File: config.mk
export PLATFORM = sky130hd
export DESIGN_NAME = uart_mem_loader
export DESIGN_NICKNAME = d
export VERILOG_FILES = /design/src/rtl/uart_mem_loader_pkg.sv /design/src/rtl/uart_mem_loader_rx.sv /design/src/rtl/uart_mem_loader.sv
export SDC_FILE = /design/constraint.sdc
export NUM_CORES = 1
export LEC_CHECK = 0
export ABC_AREA = 1
export CORE_MARGIN = 1.5
export CORE_UTILIZATION = 50
export CTS_BUF_LIST = sky130_fd_sc_hd__clkbuf_8
export CTS_CLUSTER_SIZE = 30
export DETAILED_ROUTE_END_ITERATION = 16
export PLACE_DENSITY_LB_ADDON = 0.1
export SLEW_MARGIN = 25
export SYNTH_ARGS = -nofsm -noshare
export SYNTH_HDL_FRONTEND = slang
export SYNTH_SLANG_ARGS = --single-unit
File: constraint.sdc
create_clock -name clk -period 3.71 [get_ports clk]
set_clock_uncertainty 0.05 [all_clocks]
set_input_delay 0.9275 -clock clk [delete_from_list [all_inputs] [get_ports clk]]
set_output_delay 0.9275 -clock clk [all_outputs]
set_load 0.02 [all_outputs]
File: src/rtl/uart_mem_loader_pkg.sv
// loader_pkg: shared state encodings, error codes and frame constants for the UART memory loader
package loader_pkg;
  typedef enum logic [2:0] {IDLE, SEL, LEN0, LEN1, DATA, CHK, DONE, ERR} state_t;
  typedef enum logic [1:0] {RX_IDLE, RX_START, RX_DATA, RX_STOP} rx_state_t;
  localparam logic [2:0] ERR_NONE = 3'd0;
  localparam logic [2:0] ERR_FRAMING = 3'd1;
  localparam logic [2:0] ERR_SEL = 3'd2;
  localparam logic [2:0] ERR_LEN = 3'd3;
  localparam logic [2:0] ERR_CHK = 3'd4;
  localparam logic [2:0] ERR_TIMEOUT = 3'd5;
  localparam logic [7:0] HDR_BYTE = 8'h55;
  localparam logic [7:0] SEL_INSTR = 8'h00;
  localparam logic [7:0] SEL_DATA = 8'h01;
endpackage

File: src/rtl/uart_mem_loader_rx.sv
// uart_rx: 8N1 receiver, 16x oversampled (clk, rst, rx in; data, valid, frame_err pulses out)
module uart_rx
  import loader_pkg::*;
#(
  parameter int DIV = 65
) (
  input  logic       clk,
  input  logic       rst,
  input  logic       rx,
  output logic [7:0] data,
  output logic       valid,
  output logic       frame_err
);
  localparam int DW = DIV > 1 ? $clog2(DIV) : 1;
  rx_state_t state, state_n;
  logic [DW-1:0] dcnt, dcnt_n;
  logic [3:0] os, os_n;
  logic [2:0] bit_i, bit_n;
  logic [7:0] sh, sh_n;
  logic s1, s2, sp, valid_n, ferr_n, tick;
  assign tick = dcnt == DW'(DIV - 1);
  assign data = sh;
  always_comb begin
    state_n = state;
    dcnt_n = tick ? '0 : dcnt + DW'(1);
    os_n = tick ? os + 4'd1 : os;
    bit_n = bit_i;
    sh_n = sh;
    valid_n = 1'b0;
    ferr_n = 1'b0;
    case (state)
      RX_IDLE: if (sp && !s2) begin
        state_n = RX_START;
        dcnt_n = '0;
        os_n = '0;
      end
      RX_START: if (tick && os == 4'd7) begin
        state_n = s2 ? RX_IDLE : RX_DATA;
        os_n = '0;
        bit_n = '0;
      end
      RX_DATA: if (tick && os == 4'd15) begin
        sh_n = {s2, sh[7:1]};
        bit_n = bit_i + 3'd1;
        state_n = bit_i == 3'd7 ? RX_STOP : RX_DATA;
      end
      default: if (tick && os == 4'd15) begin
        state_n = RX_IDLE;
        valid_n = s2;
        ferr_n = !s2;
      end
    endcase
  end
  always_ff @(posedge clk) begin
    if (rst) begin
      state <= RX_IDLE;
      dcnt <= '0;
      os <= '0;
      bit_i <= '0;
      sh <= '0;
      {s1, s2, sp} <= 3'b111;
      valid <= 1'b0;
      frame_err <= 1'b0;
    end else begin
      state <= state_n;
      dcnt <= dcnt_n;
      os <= os_n;
      bit_i <= bit_n;
      sh <= sh_n;
      {s1, s2, sp} <= {rx, s1, s2};
      valid <= valid_n;
      frame_err <= ferr_n;
    end
  end
endmodule

File: src/rtl/uart_mem_loader.sv
// uart_mem_loader: UART frame parser writing 32-bit words to instr/data memory (wr_* strobe out; busy/done/err status)
module uart_mem_loader
  import loader_pkg::*;
#(
  parameter int CLK_FREQ_HZ = 10_000_000,
  parameter int BAUD = 9600,
  parameter int ADDR_W = 14,
  parameter int TIMEOUT_CYC = 1_000_000
) (
  input  logic              clk,
  input  logic              rst,
  input  logic              en,
  input  logic              rx,
  output logic              wr_en,
  output logic              wr_sel,
  output logic [ADDR_W-1:0] wr_addr,
  output logic [31:0]       wr_data,
  output logic              busy,
  output logic              done,
  output logic [2:0]        err
);
  localparam int DIV = CLK_FREQ_HZ / (16 * BAUD);
  localparam logic [16:0] MAX_LEN = 17'(1) << ADDR_W;
  state_t state, state_n;
  logic [7:0] rx_byte, chk, chk_n;
  logic rx_valid, rx_ferr, sel, sel_n, done_n, wr_en_n;
  logic [ADDR_W:0] idx, idx_n;
  logic [ADDR_W-1:0] wr_addr_n;
  logic [15:0] len, len_n;
  logic [16:0] len_full;
  logic [31:0] word, word_n, word_sh, wr_data_n, gap, gap_n;
  logic [1:0] bcnt, bcnt_n;
  logic [2:0] err_n;
  uart_rx #(.DIV(DIV)) u_rx (
    .clk(clk), .rst(rst), .rx(rx), .data(rx_byte), .valid(rx_valid), .frame_err(rx_ferr)
  );
  assign busy = !(state == IDLE || state == DONE || state == ERR);
  assign wr_sel = sel;
  always_comb begin
    state_n = state;
    idx_n = idx;
    len_n = len;
    word_n = word;
    bcnt_n = bcnt;
    chk_n = chk;
    sel_n = sel;
    done_n = done;
    err_n = err;
    wr_en_n = 1'b0;
    wr_addr_n = wr_addr;
    wr_data_n = wr_data;
    len_full = {1'b0, rx_byte, len[7:0]};
    word_sh = {rx_byte, word[31:8]};
    gap_n = (rx_valid || !busy) ? '0 : gap + 32'd1;
    if (!en) state_n = IDLE;
    else if (rx_ferr) begin
      state_n = ERR;
      err_n = ERR_FRAMING;
    end else if (rx_valid) begin
      case (state)
        SEL: begin
          sel_n = rx_byte[0];
          chk_n = chk ^ rx_byte;
          state_n = rx_byte > SEL_DATA ? ERR : LEN0;
          err_n = rx_byte > SEL_DATA ? ERR_SEL : err;
        end
        LEN0: begin
          len_n[7:0] = rx_byte;
          chk_n = chk ^ rx_byte;
          state_n = LEN1;
        end
        LEN1: begin
          len_n = len_full[15:0];
          chk_n = chk ^ rx_byte;
          state_n = len_full == '0 ? CHK : len_full > MAX_LEN ? ERR : DATA;
          err_n = len_full > MAX_LEN ? ERR_LEN : err;
        end
        DATA: begin
          chk_n = chk ^ rx_byte;
          word_n = word_sh;
          bcnt_n = bcnt + 2'd1;
          if (bcnt == 2'd3) begin
            wr_en_n = 1'b1;
            wr_addr_n = idx[ADDR_W-1:0];
            wr_data_n = word_sh;
            idx_n = idx + (ADDR_W+1)'(1);
            state_n = 17'(idx) + 17'd1 == {1'b0, len} ? CHK : DATA;
          end
        end
        CHK: begin
          state_n = rx_byte == chk ? DONE : ERR;
          done_n = rx_byte == chk;
          err_n = rx_byte == chk ? ERR_NONE : ERR_CHK;
        end
        default: if (rx_byte == HDR_BYTE) begin
          state_n = SEL;
          done_n = 1'b0;
          err_n = ERR_NONE;
          idx_n = '0;
          chk_n = '0;
          bcnt_n = '0;
        end
      endcase
    end else if (busy && gap_n >= 32'(TIMEOUT_CYC)) begin
      state_n = ERR;
      err_n = ERR_TIMEOUT;
    end
  end
  always_ff @(posedge clk) begin
    if (rst) begin
      state <= IDLE;
      idx <= '0;
      len <= '0;
      word <= '0;
      bcnt <= '0;
      chk <= '0;
      sel <= 1'b0;
      gap <= '0;
      done <= 1'b0;
      err <= ERR_NONE;
      wr_en <= 1'b0;
      wr_addr <= '0;
      wr_data <= '0;
    end else begin
      state <= state_n;
      idx <= idx_n;
      len <= len_n;
      word <= word_n;
      bcnt <= bcnt_n;
      chk <= chk_n;
      sel <= sel_n;
      gap <= gap_n;
      done <= done_n;
      err <= err_n;
      wr_en <= wr_en_n;
      wr_addr <= wr_addr_n;
      wr_data <= wr_data_n;
    end
  end
endmodule

==> metrics <==
Iter 0 DRT Violations 527; most frequent cell after synthesis nand2_1; PostCTS Resize Cnt 0; Core Region around 0.017 mm2; Worst path top cell family by delay buffers and inverters; Ys Warns 0; share of post-route cells with drive strength above 1 0.0730; Critical Path Max Stage Delay between 500 and 600 ps; Critical Path End Type primary output; total die area about 0.018 mm2; Hold Path Stages 1; DRC Markers 0; hold endpoint u_rx.s2$_SDFF_PP1_; maximum clock rate 358 MHz; Synth area leaders dfxtp_1, nand2_1, nor2_1; Fill cells 1,620; start point of the worst hold path u_rx.s1$_SDFF_PP1_; setup bufs post-CTS 0; Clock Path Buffers 2; vias per cell a little over 5; r2r worst-path depth 10; drt first pass iters 6; share of the synthesized area in the top cell type 0.429; relative slew slack 0.461; Critical Path AT 1820 ps; top_reg_cell synth dfxtp_1; total power about 3.4 mW; met1 usage 0.305; total negative slack 0 ps; worst hold-check path type flop to flop; ANT nets after route 0; H-Tree Depth 4; DR WL/cell around 14 um; Die W between 100 and 150 um; Post-synth EDFFs 0; area grow syn2layout 13.2%; Cells after Synth approximately 1,200; synthesized area approximately 0.0084 mm2; Clock Latency Late Sink roughly 480 ps; reg2reg setup slack between 1000 and 1500 ps; Leak about 3.7 nW; vias in the first global route 7,060; clock root buffer master clkbuf_8; min cycle time layout 2790 ps; Crit path required time 2730 ps; dpl cells about 1,400; first-pass GRT wire length between 30,000 and 40,000 um; GRT overflow 0; worst slew pin tran approximately 800 ps; Post-synth top cells nand2_1, nor2_1, dfxtp_1, inv_1, a21oi_1; die height around 130 um; # diodes 0; CTS tree done; Routed WL 20,500 um; Buf/Inv on CP 2; Post-synth ARST share 0; largest area contributor in the netlist dfxtp_1; GRT Overall Usage 0.237; Vias 7,574; Port Buffers 56; io pins 57; Critical Path Start state[2]$_SDFFE_PP0P_; Peak VDD IR approximately 0.26 mV; register area share after synthesis 0.429; initial antenna violation count 0; final hold violations 0; outcome completed; largest net degree at the start of global routing 95; Final period util 0.753; final setup violation count 0; Synth Net Count 1,207; DP HPWL 14,300 um; slowest CP cell clkdlybuf4s50_1; MaxCap Viol Count 0; FP Rows 47; met3 usage 0.0490; GP Congestion ~0.94; RR Endpoint idx[7]$_SDFFE_PP0P_; final net count 1,250; Initial Utilization 0.511; GRT met2 Usage 0.399; synthesized area per cell 7.10 um2; Reg clk slew, reported paths 100 ps; PwrDens about 360 mW/mm2; Post-CTS Hold Buffers 0; total CTS buffers 17; layer with the highest usage met2; kind of critical path flop to primary output; Distinct cells, synth 42; Final Max Tran Viols 0; reg2reg start state[2]$_SDFFE_PP0P_; crit-path cells inv_2 -> nand2_2 -> nand3_4 -> clkdlybuf4s50_1; CTS sink cnt roughly 180; worst-path fanout max 7; unrepaired setup endpoints after global routing false; register bit total from synthesis ~180; startpoint type of the worst setup path flop; non-filler instance count after layout ~1,500
[state kept, by name, indices dropped and copies added, names as in the netlist, 2 cells and up]
name / flops
bcnt: 2
chk: 8
err: 3
gap: 32
idx: 15
len: 16
state: 3
u_rx.bit_i: 3
u_rx.data: 8
u_rx.dcnt: 7
u_rx.os: 4
u_rx.state: 2
word: 24
wr_addr: 14
wr_data: 32
[cells in the final DEF (no fill, tap or decap), types with 5 or more instances in the layout]
master and instances:
nor2_4 7, nor2_1 186, o21bai_1 7, dfxtp_1 181, inv_1 98, nor3_1 11, inv_2 8, xor2_1 22
inv_8 5, nand4_1 19, nand3_1 92, o21ai_1 10, buf_4 7, a31oi_1 5, a21oi_1 96, xnor2_1 5
clkdlybuf4s50_1 55, clkbuf_8 18, nor2_2 14, nand2_1 240, a211oi_1 7, o21ai_0 91, nand2_2 8, ha_1 13
[cells by family after synthesis]
kind of cell | Yosys count | share of synthesized area
flops | 181 | 0.429
simple gates | 602 | 0.317
fa+ha+maj | 13 | 0.0193
compound gates | 222 | 0.139
xor+xnor | 27 | 0.0280
buf+inv | 145 | 0.0684
[layer usage]
layer | vias up | routed length (um)
met4 | 0 | 311
met2 | 123 | 9570
li1 | 3982 | -
met1 | 3444 | 9910
met5 | - | 0
met3 | 25 | 699
[area by class of cell]
| class | instances | area, um2 | share of cell area |
|---|---|---|---|
| tap | 220 | 275 | 0.0288 |
| clock buffer | 18 | 248 | 0.0259 |
| clock inverter | 14 | 158 | 0.0165 |
| inverter | 106 | 400 | 0.0419 |
| multi-input combinational | 864 | 4250 | 0.444 |
| sequential | 181 | 3620 | 0.379 |
| timing repair buffer | 63 | 608 | 0.0636 |
[worst max-delay path by stage]
stage / to / slack [ps] / depth (start not counted)
2_1_floorplan: wr_data[1]$_SDFFE_PP0P_ / 1510 / 11
5_1_grt: busy / 790 / 4
3_3_place_gp: idx[12]$_SDFFE_PP0P_ / 630 / 10
4_1_cts: busy / 900 / 4
3_5_place_dp: wr_data[10]$_SDFFE_PP0P_ / 610 / 11
6_report: busy / 920 / 4
[power by group]
group	leakage, nW	switching, mW	internal [mW]	total, mW
Sequential	1.46	0.00889	1.95	1.96
Clock	0.208	0.794	0.584	1.38
Combinational	2.03	0.0759	0.0323	0.108
Total	3.69	0.879	2.57	3.45
[per-stage QoR]
| step | util | hold WS (ps) | instance area, um2 | worst slack [ps] |
|---|---|---|---|---|
| finish | 0.579 | 370 | 9560 | 916 |
| global route | 0.579 | 388 | 9560 | 792 |
| CTS | 0.579 | 377 | 9560 | 896 |
| detailed placement | 0.554 | 347 | 9160 | 605 |
| global placement | 0.554 | 348 | 9160 | 632 |
| floorplan | - | 339 | 8450 | 1510 |
No activity file was read; power rests on OpenSTA's default activity.
